--- src/rtl/config_field_selector.sv ---
// Field-select front end: synchronises and debounces four push-buttons and drives en_count/enUP/enDOWN.
// Optional build macro FIELD_WRAP_EN makes left/right wrap at the field range ends instead of saturating.
module config_field_selector #(
   parameter int DEB_CYCLES = 1_000_000,
   parameter int NUM_FIELDS = 9
) (
   input  logic       clk,
   input  logic       reset,
   input  logic       config_mode,
   input  logic       btn_up,
   input  logic       btn_down,
   input  logic       btn_left,
   input  logic       btn_right,
   output logic [3:0] en_count,
   output logic       enUP,
   output logic       enDOWN
);

   localparam int               CNT_W     = (DEB_CYCLES > 1) ? $clog2(DEB_CYCLES) : 1;
   localparam logic [CNT_W-1:0] DEB_LAST  = CNT_W'(DEB_CYCLES - 1);
   localparam logic [CNT_W-1:0] CNT_ZERO  = CNT_W'(0);
   localparam logic [CNT_W-1:0] CNT_ONE   = CNT_W'(1);
   localparam logic [3:0]       FIELD_MIN = 4'd1;
   localparam logic [3:0]       FIELD_MAX = 4'(NUM_FIELDS);

   // Button bit positions inside the packed vectors
   localparam int B_UP    = 0;
   localparam int B_DOWN  = 1;
   localparam int B_LEFT  = 2;
   localparam int B_RIGHT = 3;

   typedef enum logic {
      ST_IDLE   = 1'b0,
      ST_SELECT = 1'b1
   } state_t;

   logic [3:0]       raw_s;
   logic [3:0]       sync1_q;
   logic [3:0]       sync2_q;
   logic [3:0]       db_q;
   logic [3:0]       db_d;
   logic [CNT_W-1:0] cnt_q [4];
   logic [CNT_W-1:0] cnt_d [4];
   logic [1:0]       lr_prev_q;
   logic             l_evt_s;
   logic             r_evt_s;

   state_t           state_q;
   state_t           state_d;
   logic [3:0]       en_count_q;
   logic [3:0]       en_count_d;
   logic             en_up_q;
   logic             en_up_d;
   logic             en_down_q;
   logic             en_down_d;

   function automatic logic [3:0] step_right(input logic [3:0] cur);
      logic [3:0] nxt;
      if (cur >= FIELD_MAX) begin
`ifdef FIELD_WRAP_EN
         nxt = FIELD_MIN;
`else
         nxt = FIELD_MAX;
`endif
      end else begin
         nxt = cur + 4'd1;
      end
      return nxt;
   endfunction

   function automatic logic [3:0] step_left(input logic [3:0] cur);
      logic [3:0] nxt;
      if (cur <= FIELD_MIN) begin
`ifdef FIELD_WRAP_EN
         nxt = FIELD_MAX;
`else
         nxt = FIELD_MIN;
`endif
      end else begin
         nxt = cur - 4'd1;
      end
      return nxt;
   endfunction

   assign raw_s = {btn_right, btn_left, btn_down, btn_up};

   // Debounce next-state: a differing sync value must persist DEB_CYCLES clocks before it is accepted
   always_comb begin
      db_d = db_q;
      for (int i = 0; i < 4; i++) begin
         cnt_d[i] = CNT_ZERO;
         if (sync2_q[i] == db_q[i]) begin
            cnt_d[i] = CNT_ZERO;
         end else if (cnt_q[i] == DEB_LAST) begin
            db_d[i]  = sync2_q[i];
            cnt_d[i] = CNT_ZERO;
         end else begin
            cnt_d[i] = cnt_q[i] + CNT_ONE;
         end
      end
   end

   // Synchroniser, debouncer and left/right history registers
   always_ff @(posedge clk or negedge reset) begin
      if (!reset) begin
         sync1_q   <= 4'b0000;
         sync2_q   <= 4'b0000;
         db_q      <= 4'b0000;
         lr_prev_q <= 2'b00;
         for (int i = 0; i < 4; i++) begin
            cnt_q[i] <= CNT_ZERO;
         end
      end else begin
         sync1_q   <= raw_s;
         sync2_q   <= sync1_q;
         db_q      <= db_d;
         lr_prev_q <= {db_q[B_RIGHT], db_q[B_LEFT]};
         for (int i = 0; i < 4; i++) begin
            cnt_q[i] <= cnt_d[i];
         end
      end
   end

   // A press already debounced before SELECT leaves no edge here, so it needs a release and re-press
   assign l_evt_s = db_q[B_LEFT]  & ~lr_prev_q[0];
   assign r_evt_s = db_q[B_RIGHT] & ~lr_prev_q[1];

   // Field-select FSM next state and output values
   always_comb begin
      state_d    = state_q;
      en_count_d = en_count_q;
      en_up_d    = 1'b0;
      en_down_d  = 1'b0;
      case (state_q)
         ST_IDLE: begin
            if (config_mode) begin
               state_d    = ST_SELECT;
               en_count_d = FIELD_MIN;
            end else begin
               state_d    = ST_IDLE;
               en_count_d = 4'd0;
            end
         end
         ST_SELECT: begin
            if (!config_mode) begin
               state_d    = ST_IDLE;
               en_count_d = 4'd0;
            end else begin
               state_d = ST_SELECT;
               if (r_evt_s && !l_evt_s) begin
                  en_count_d = step_right(en_count_q);
               end else if (l_evt_s && !r_evt_s) begin
                  en_count_d = step_left(en_count_q);
               end else begin
                  en_count_d = en_count_q;
               end
               // Up/down are suppressed for the cycle a new field code is presented
               if (en_count_d == en_count_q) begin
                  en_up_d   = db_q[B_UP]   & ~db_q[B_DOWN];
                  en_down_d = db_q[B_DOWN] & ~db_q[B_UP];
               end else begin
                  en_up_d   = 1'b0;
                  en_down_d = 1'b0;
               end
            end
         end
         default: begin
            state_d    = ST_IDLE;
            en_count_d = 4'd0;
         end
      endcase
   end

   // Field-select FSM state and registered outputs
   always_ff @(posedge clk or negedge reset) begin
      if (!reset) begin
         state_q    <= ST_IDLE;
         en_count_q <= 4'd0;
         en_up_q    <= 1'b0;
         en_down_q  <= 1'b0;
      end else begin
         state_q    <= state_d;
         en_count_q <= en_count_d;
         en_up_q    <= en_up_d;
         en_down_q  <= en_down_d;
      end
   end

   assign en_count = en_count_q;
   assign enUP     = en_up_q;
   assign enDOWN   = en_down_q;

endmodule

--- config.mk ---
export PLATFORM = sky130hd
export DESIGN_NAME = config_field_selector
export DESIGN_NICKNAME = d
export VERILOG_FILES = /design/src/rtl/config_field_selector.sv
export SDC_FILE = /design/constraint.sdc
export NUM_CORES = 1
export LEC_CHECK = 0
export CAP_MARGIN = 20
export CORE_ASPECT_RATIO = 1.25
export CORE_UTILIZATION = 50
export CTS_BUF_LIST = sky130_fd_sc_hd__clkbuf_16
export CTS_CLUSTER_DIAMETER = 120
export CTS_CLUSTER_SIZE = 30
export DETAILED_ROUTE_END_ITERATION = 12
export PLACE_DENSITY = 0.78
export SETUP_SLACK_MARGIN = 0.05
export SLEW_MARGIN = 10
export SYNTH_ARGS = -nofsm -noshare
export SYNTH_HDL_FRONTEND = slang
export SYNTH_SLANG_ARGS = --single-unit
--- constraint.sdc ---
create_clock -name clk -period 4.45 [get_ports clk]
set_input_delay 0.89 -clock clk [delete_from_list [all_inputs] [get_ports clk]]
set_output_delay 0.89 -clock clk [all_outputs]
set_load 0.005 [all_outputs]
==> results of run 1 <==
==> metrics by stage <==
stage / hold slack, ns / instances / worst slack [ns] / area, um^2
final: 0.3503 / 641 / 2.125 / 5484
after detailed placement: 0.3355 / 626 / 2.278 / 5186
after global routing: 0.3555 / 641 / 2.075 / 5484
after CTS: 0.3510 / 641 / 2.113 / 5484
after floorplan: 0.3312 / 501 / 2.500 / 4935
after global placement: 0.3346 / 626 / 2.315 / 5186
==> placed cells by master (no fill, tap or decap), types with 4 or more instances in the layout <==
cell type	n
dfrtp_1	101
nor2_1	64
nand4_1	20
or3_1	12
nand3_1	31
o21ai_0	16
nor4_1	13
and4_1	9
mux2_2	5
clkdlybuf4s50_1	11
inv_1	14
clkbuf_16	9
o31ai_1	9
and3_1	4
xor2_1	27
buf_4	6
xnor2_1	27
nor3_1	8
nand2_1	37
ha_1	7
a21oi_1	26
nand4b_1	4
or4_1	12
nor4b_1	5
==> how the worst max path moves through the flow <==
stage | endpoint | slack [ns] | cells after the start | startpoint
floorplan | en_count[1] | 2.50 | 6 | en_count[0]
global placement | cnt_q[39] | 2.32 | 5 | cnt_q[36]
detailed placement | cnt_q[39] | 2.28 | 5 | cnt_q[36]
CTS | en_count[2] | 2.11 | 1 | en_count[2]
global route | en_count[2] | 2.07 | 1 | en_count[2]
finish | en_count[2] | 2.12 | 1 | en_count[2]
==> flip-flops by register name, indices dropped and copies added, names as in the netlist <==
name and count:
enUP 1, sync2_q 4, cnt_q 80, en_count 4, sync1_q 4, state_q 1
db_q 4, lr_prev_q 2, enDOWN 1
==> logic make-up after synthesis <==
logic type                 after synthesis  share of synthesized area
AOI/OAI and AO/OA                       65                    0.07835
xor gates and xnor gates                54                    0.09584
adders and majority gates                7                    0.01775
buffers and inverters                   32                    0.02510
DFF                                    101                     0.5122
muxes                                    5                    0.01141
and+or+nand+nor                        237                     0.2594
==> routing by layer <==
metal  vias up  wire [um]  GRT usage
li1       1814          -          -
met1      1816       4136     0.2550
met2        74       4612     0.3273
met3        16        280    0.03427
met4         0        180    0.08677
met5         -          0          0
==> final cells by class <==
class	count	area (um^2)	share of cell area
inverters	14	52.55	0.009582
repair buffers	17	155.1	0.02829
clock buffers	9	225.2	0.04107
flip-flops and latches	101	2527	0.4609
well taps	126	157.7	0.02875
multi-input cells	368	2293	0.4182
clock inverters	6	72.57	0.01323
==> power by group <==
part	switching, mW	total, mW	internal [mW]
combinational	0.0445	0.0669	0.0224
sequential	0.0166	0.948	0.931
clock	0.345	0.784	0.439
==> results.sh, run 1 <==
export IMPL_io_buffers=12
export IMPL_firstDrtPassIters=4
export IMPL_worstHoldPathCells=0
export IMPL_wl_per_cell_um=14.37
export IMPL_endpoint_kind="primary output"
export IMPL_relSlewSlack=0.4351
export IMPL_cts_root_buf="clkbuf_16"
export IMPL_period_minus_slack_ns=2.325
export IMPL_areaGrowthSynthToFinish_pct=11.13
export IMPL_max_freq_mhz=430.1
export IMPL_gp_congestion=0.8786
export IMPL_synth_top_cells_by_area="dfrtp_1, nor2_1, xnor2_1"
export IMPL_power_mw=1.798
export IMPL_synth_edf_count=0
export IMPL_min_from="sync1_q[2]"
export IMPL_cts_sinks=101
export IMPL_whs_endpoint="sync2_q[2]"
export IMPL_nets=525
export IMPL_final_setup_tns_ns=0
export IMPL_pwr_density_cell_nw_per_um2=327.9
export IMPL_track_usage=0.1972
export IMPL_die_h_um=113.1
export IMPL_synthCells=501
export IMPL_maxCapViolations=0
export IMPL_status="completed"
export IMPL_layout_drive_gt1_share=0.06990
export IMPL_n_fill_cell=847
export IMPL_grt_pass1_vias=3576
export IMPL_final_antenna_net_count=0
export IMPL_period_share=0.5225
export IMPL_netlist_area_leader_share=0.5122
export IMPL_vias_per_cell=5.803
export IMPL_synthArstFlopShare=1.000
export IMPL_worstSetupPathType="register to primary output"
export IMPL_start_kind="register"
export IMPL_insertion_delay_ns=0.34
export IMPL_coreArea_um2=9609
export IMPL_synth_most_common_cell="dfrtp_1"
export IMPL_cp_arrival_ns=1.44
export IMPL_slowest_stage="clkdlybuf4s50_1"
export IMPL_required_ns=3.56
export IMPL_htree_levels=3
export IMPL_worst_pin_slew_ns=0.8474
export IMPL_rr_worst_depth=5
export IMPL_placementRows=40
export IMPL_slew_viol_final=0
export IMPL_ir_drop_mv=0.1770
export IMPL_grt_max_degree=70
export IMPL_hp_class="register to register"
export IMPL_rr_startpoint="cnt_q[36]"
export IMPL_grt_pass1_wl_um=16390
export IMPL_dp_final_hpwl_um=6245
export IMPL_num_vias=3720
export IMPL_dieArea_um2=10270
export IMPL_p_leak_nw=2.156
export IMPL_r2r_end="cnt_q[23]"
export IMPL_setup_viol=0
export IMPL_syn_area_per_cell_um2=9.850
export IMPL_path_clk_slew_ns=0.07
export IMPL_max_stage_delay_ns=0.57
export IMPL_cts_resized=0
export IMPL_cts_tree="yes"
export IMPL_ys_top_cells_by_count="dfrtp_1, nor2_1, nand2_1"
export IMPL_cts_setup_buffers=0
export IMPL_initial_utilization=0.5135
export IMPL_drc=0
export IMPL_finClkSkew_ns=0.006760
export IMPL_synth_area_um2=4935
export IMPL_synth_nets=515
export IMPL_clk_path_buf_depth=2
export IMPL_postCtsHoldBufs=0
export IMPL_routed_wl_um=9210
export IMPL_cts_buffers=9
export IMPL_die_w_um=90.86
export IMPL_antenna_found_initial=0
export IMPL_yosysUniqueCellTypes=43
export IMPL_finalHoldViolCount=0
export IMPL_path_cells="clkdlybuf4s50_1"
export IMPL_path_max_fanout=11
export IMPL_postLayoutCoreUtil=0.5707
export IMPL_antenna_cells=0
export IMPL_grt_overflow=0
export IMPL_yosysWarnings=0
export IMPL_ys_seq_area_frac=0.5122
export IMPL_critPathTopFamily="buffers and inverters"
export IMPL_drtIter0Drc=266
export IMPL_yosys_area_top_type="dfrtp_1"
export IMPL_critPathBufInv=1
export IMPL_synth_ff_type="dfrtp_1"
export IMPL_ios=13
export IMPL_regToRegSetupSlack_ns=2.24
export IMPL_rsz0062_at_grt="no"
export IMPL_ys_ff_latch=101
Note: power is estimated with default switching activity, not from simulation.
==> run 2: changes to the inputs <==
==> constraint.sdc (replaced) <==
create_clock -name clk -period 2.3 [get_ports clk]
set_input_delay 0.46 -clock clk [delete_from_list [all_inputs] [get_ports clk]]
set_output_delay 0.46 -clock clk [all_outputs]
set_load 0.005 [all_outputs]
==> run 2 against run 1 <==
  * Sequential cell count unchanged
  * Clock skew fell by 0.00098 ns
  * Sequential share of layout area shrank 0.37 points
  * Worst hold slack worse by 0.30 ns
  * Final area is 0.80% higher
  * Clock-buffer cell count unchanged
  * Via count about the same
  * Utilization up 0.46 points
  * Critical path type is now register to register
==> results.sh, run 2 (synthesized netlist as in run 1, its figures left out) <==
export IMPL_layout_drive_gt1_share=0.07692
export IMPL_slew_viol_final=0
export IMPL_slowest_stage="dfrtp_1"
export IMPL_clk_path_buf_depth=2
export IMPL_htree_levels=3
export IMPL_critPathTopFamily="compound AO/OA/AOI/OAI gates"
export IMPL_gp_congestion=0.8811
export IMPL_insertion_delay_ns=0.34
export IMPL_final_cell_mix="dfrtp_1, nor2_1, nand2_1, nand3_1"
export IMPL_drc=0
export IMPL_finClkSkew_ns=0.005779
export IMPL_regMostFlops="cnt_q"
export IMPL_path_clk_slew_ns=0.07
export IMPL_period_minus_slack_ns=2.159
export IMPL_antenna_found_initial=0
export IMPL_pwr_share_clk=0.434
export IMPL_wl_per_cell_um=14.26
export IMPL_grt_pass1_wl_um=16340
export IMPL_dieArea_um2=10270
export IMPL_comb_power_share=0.040
export IMPL_setup_viol=0
export IMPL_drtIter0Drc=176
export IMPL_die_h_um=113.1
export IMPL_path_max_fanout=9
export IMPL_endpoint_kind="register"
export IMPL_cts_buffers=9
export IMPL_ios=13
export IMPL_num_vias=3717
export IMPL_cts_tree="yes"
export IMPL_cts_root_buf="clkbuf_16"
export IMPL_rsz0062_at_grt="no"
export IMPL_worst_pin_slew_ns=0.6326
export IMPL_finalHoldViolCount=0
export IMPL_initial_utilization=0.5135
export IMPL_antenna_cells=0
export IMPL_coreArea_um2=9609
export IMPL_fin_hold_ws_ns=0.04930
export IMPL_hp_class="primary input to async pin"
export IMPL_track_usage=0.1975
export IMPL_routed_wl_um=9211
export IMPL_areaGrowthSynthToFinish_pct=12.02
export IMPL_worstSetupPathType="register to register"
export IMPL_max_freq_mhz=463.1
export IMPL_ir_drop_mv=0.3875
export IMPL_firstDrtPassIters=4
export IMPL_status="completed"
export IMPL_grt_overflow=0
export IMPL_max_stage_delay_ns=0.48
export IMPL_start_kind="register"
export IMPL_regToRegSetupSlack_ns=0.14
export IMPL_critPathBufInv=1
export IMPL_nets=529
export IMPL_final_common_cell="dfrtp_1"
export IMPL_placementRows=40
export IMPL_relSlewSlack=0.5729
export IMPL_required_ns=2.56
export IMPL_swShare=0.2246
export IMPL_cts_sinks=101
export IMPL_vias_per_cell=5.754
export IMPL_grt_pass1_vias=3677
export IMPL_p_seq_frac=0.526
export IMPL_dp_final_hpwl_um=6424
export IMPL_io_buffers=12
export IMPL_cts_setup_buffers=0
export IMPL_p_leak_nw=2.180
export IMPL_largest_reg_flops=80
export IMPL_die_w_um=90.86
export IMPL_p_int_mw=2.699
export IMPL_final_antenna_net_count=0
export IMPL_pwr_density_cell_nw_per_um2=629.6
export IMPL_grt_max_degree=45
export IMPL_period_share=0.9388
export IMPL_power_switching_mw=0.7818
export IMPL_final_setup_tns_ns=0
export IMPL_cp_arrival_ns=2.42
export IMPL_maxCapViolations=0
export IMPL_postCtsHoldBufs=0
export IMPL_path_cells="inv_1 -> ha_1 -> or3b_2 -> a211o_1 -> mux2_2 -> a21oi_1"
export IMPL_cts_resized=0
[run 2: changes by cell type in the layout (fill, tap and decap cells not counted), sizes merged]
cell,delta
buf,+4
clkinv,+1
[run 2: per-stage QoR]
stage	utilization	instance area [um^2]	cells	setup slack, ns	power, mW
finish	0.5753	5528	646	0.1407	3.481
global placement	0.5441	5229	630	0.3041	2.000
global route	0.5753	5528	646	0.05097	3.612
CTS	0.5753	5528	646	0.1829	3.525
detailed placement	0.5441	5229	630	0.1989	2.007
floorplan	-	4935	501	0.3495	1.923
[run 2: path summary, 6_finish.rpt]
check / cells past startpoint / endpoint / from
max: 6 / en_count[1] / en_count[0]
max reg2reg: 6 / en_count[1] / en_count[0]
min: 1 / cnt_q[72] / reset
min reg2reg: 0 / sync2_q[3] / sync1_q[3]
max in group asynchronous: 2 / cnt_q[0] / reset
min in group clk: 0 / sync2_q[3] / sync1_q[3]
[run 2: power groups by stage]
stage	clock [mW]	combinational [mW]	sequential, mW
2_1_floorplan	0	0.0639	1.86
6_report	1.51	0.139	1.83
4_1_cts	1.55	0.143	1.83
5_1_grt	1.62	0.161	1.84
3_5_place_dp	0	0.141	1.87
3_3_place_gp	0	0.136	1.86
[run 2: cell type report]
cell class	count	area, um^2
Clock buffer	9	225.2
Fill cell	817	4081
Multi-Input combinational cell	368	2293
Clock inverter	7	73.82
Sequential cell	101	2527
Inverter	14	52.55
Timing Repair Buffer	21	197.7
Tap cell	126	157.7
[run 2: layer usage]
layer | wire length [um] | share of wire | GRT usage
met1 | 4089 | 0.44 | 0.2417
met2 | 4597 | 0.50 | 0.3364
met3 | 318 | 0.035 | 0.03293
met4 | 206 | 0.022 | 0.1037
met5 | 0 | 0 | 0
==> run 3: changes to the inputs <==
--- a/config.mk
+++ b/config.mk
@@ -7,12 +7,14 @@
 export LEC_CHECK = 0
 export CAP_MARGIN = 20
 export CORE_ASPECT_RATIO = 1.25
+export CORE_MARGIN = 5
 export CORE_UTILIZATION = 50
 export CTS_BUF_LIST = sky130_fd_sc_hd__clkbuf_16
 export CTS_CLUSTER_DIAMETER = 120
 export CTS_CLUSTER_SIZE = 30
 export DETAILED_ROUTE_END_ITERATION = 12
 export PLACE_DENSITY = 0.78
+export REMOVE_ABC_BUFFERS = 1
 export SETUP_SLACK_MARGIN = 0.05
 export SLEW_MARGIN = 10
 export SYNTH_ARGS = -nofsm -noshare
==> run 3 against run 2 <==
  * Clock skew increased by 0.0014 ns
  * Non-clock buffer count unchanged
  * Maximum frequency increased by 2.0%
  * Largest power group unchanged
  * Critical path depth unchanged
  * Total power increased by 5.4%
  * Worst hold slack improved by 0.024 ns
==> results.sh, run 3 (synthesized netlist as in run 1, its figures left out) <==
export IMPL_insertion_delay_ns=0.34
export IMPL_worstSetupPathType="register to register"
export IMPL_antenna_cells=0
export IMPL_relSlewSlack=0.5300
export IMPL_cts_root_buf="clkbuf_16"
export IMPL_nets=529
export IMPL_stdcell_area_um2=5569
export IMPL_path_max_fanout=9
export IMPL_power_mw=3.667
export IMPL_grt_pass1_wl_um=16800
export IMPL_vias_per_cell=5.788
export IMPL_period_share=0.9204
export IMPL_largest_reg_flops=80
export IMPL_path_clk_slew_ns=0.07
export IMPL_rsz0062_at_grt="no"
export IMPL_rr_worst_depth=6
export IMPL_coreArea_um2=9659
export IMPL_pwr_density_cell_nw_per_um2=658.5
export IMPL_num_vias=3739
export IMPL_grt_overflow=0
export IMPL_gp_congestion=0.8738
export IMPL_routed_wl_um=9649
export IMPL_hp_class="primary input to async pin"
export IMPL_route_met2_wl_um=5038
export IMPL_io_buffers=12
export IMPL_setup_viol=0
export IMPL_dp_cells=630
export IMPL_finClkSkew_ns=0.007190
export IMPL_grt_max_degree=49
export IMPL_r2r_end="en_count[1]"
export IMPL_cts_resized=0
export IMPL_critPathTopFamily="flip-flops"
export IMPL_regToRegSetupSlack_ns=0.18
export IMPL_ir_drop_mv=0.4587
export IMPL_initial_utilization=0.5109
export IMPL_final_antenna_net_count=0
export IMPL_status="completed"
export IMPL_wl_per_cell_um=14.94
export IMPL_max_stage_delay_ns=0.48
export IMPL_die_h_um=121.1
export IMPL_grt_pass1_vias=3716
export IMPL_drtIter0Drc=175
export IMPL_regMostFlops="cnt_q"
export IMPL_wl_met3_um=266
export IMPL_htree_levels=3
export IMPL_dp_final_hpwl_um=6591
export IMPL_cp_arrival_ns=2.38
export IMPL_required_ns=2.56
export IMPL_wl_met1_um=4155
export IMPL_cts_tree="yes"
export IMPL_finalNonFillerCells=646
export IMPL_placed_area_um2=5229
export IMPL_maxCapViolations=0
export IMPL_n_fill_cell=817
export IMPL_placementRows=40
export IMPL_final_cell_mix="dfrtp_1, nor2_1, nand2_1, nand3_1"
export IMPL_die_w_um=98.86
export IMPL_areaGrowthSynthToFinish_pct=12.85
export IMPL_clk_path_buf_depth=2
export IMPL_layout_drive_gt1_share=0.07500
export IMPL_endpoint_kind="register"
export IMPL_finalHoldViolCount=0
export IMPL_drc=0
export IMPL_max_freq_mhz=472.4
export IMPL_antenna_found_initial=0
export IMPL_slowest_stage="dfrtp_1"
export IMPL_start_kind="register"
export IMPL_firstDrtPassIters=4
export IMPL_topRoutingLayerUsed="met4"
export IMPL_startpoint="en_count[0]"
export IMPL_cts_sinks=101
export IMPL_final_common_cell="dfrtp_1"
export IMPL_cts_buffers=9
export IMPL_postCtsHoldBufs=0
export IMPL_p_leak_nw=2.212
export IMPL_final_setup_tns_ns=0
export IMPL_slew_viol_final=0
export IMPL_worst_pin_slew_ns=0.6962
export IMPL_critPathBufInv=1
export IMPL_rr_startpoint="en_count[0]"
export IMPL_path_cells="inv_1 -> ha_1 -> or3b_2 -> a211o_1 -> mux2_2 -> a21oi_1"
export IMPL_dieArea_um2=11970
export IMPL_period_minus_slack_ns=2.117
export IMPL_cts_setup_buffers=0
export IMPL_ios=13
export IMPL_track_usage=0.1706
[run 3: changes by cell type in the layout (fill, tap and decap cells not counted), sizes merged]
cell / delta
inv: -1
clkinvlp: -3
clkinv: +2
bufinv: +2
[run 3: worst max path at each step]
| stage | end | slack, ns | cells past startpoint |
|---|---|---|---|
| after CTS | en_count[1] | 0.19 | 6 |
| after global routing | en_count[1] | 0.06 | 6 |
| after detailed placement | en_count[1] | 0.23 | 6 |
| final | en_count[1] | 0.18 | 6 |
| after global placement | cnt_q[22] | 0.29 | 5 |
| after floorplan | cnt_q[22] | -0.30 | 3 |
[run 3: cell type report]
type	count	area, um^2	share of cell area
inverters	14	52.55	0.009436
well taps	126	157.7	0.02831
clock buffers	9	225.2	0.04044
repair buffers	21	197.7	0.03550
multi-input cells	368	2293	0.4118
flip-flops and latches	101	2527	0.4538
clock inverters	7	115.1	0.02067
[run 3: stage by stage]
stage | utilization | hold slack [ns] | setup slack [ns]
2_1_floorplan | - | 0.1644 | -0.3000
3_3_place_gp | 0.5413 | 0.3317 | 0.2853
3_5_place_dp | 0.5413 | 0.3371 | 0.2270
4_1_cts | 0.5766 | 0.08039 | 0.1909
5_1_grt | 0.5766 | 0.1102 | 0.06133
6_report | 0.5766 | 0.07301 | 0.1832
[run 3: power breakdown]
group	total, mW	internal (mW)	leakage (nW)	switching, mW
combinational	0.139	0.0502	0.665	0.0891
sequential	1.83	1.80	1.38	0.0317
clock	1.69	1.06	0.168	0.635
[run 3: worst reg2reg max path: cells and delay by family (launching register included)]
family / cells / cell delay (ns)
compound gates: 2 / 0.47
buf+inv: 1 / 0.14
flops: 1 / 0.48
mux: 1 / 0.27
fa+ha+maj: 1 / 0.22
simple gates: 1 / 0.47
[run 3: layer usage]
| metal | GRT usage | vias up |
|---|---|---|
| met5 | 0 | - |
| met4 | 0.07771 | 0 |
| met3 | 0.02530 | 13 |
| met2 | 0.2933 | 61 |
| met1 | 0.2106 | 1841 |
| li1 | - | 1824 |
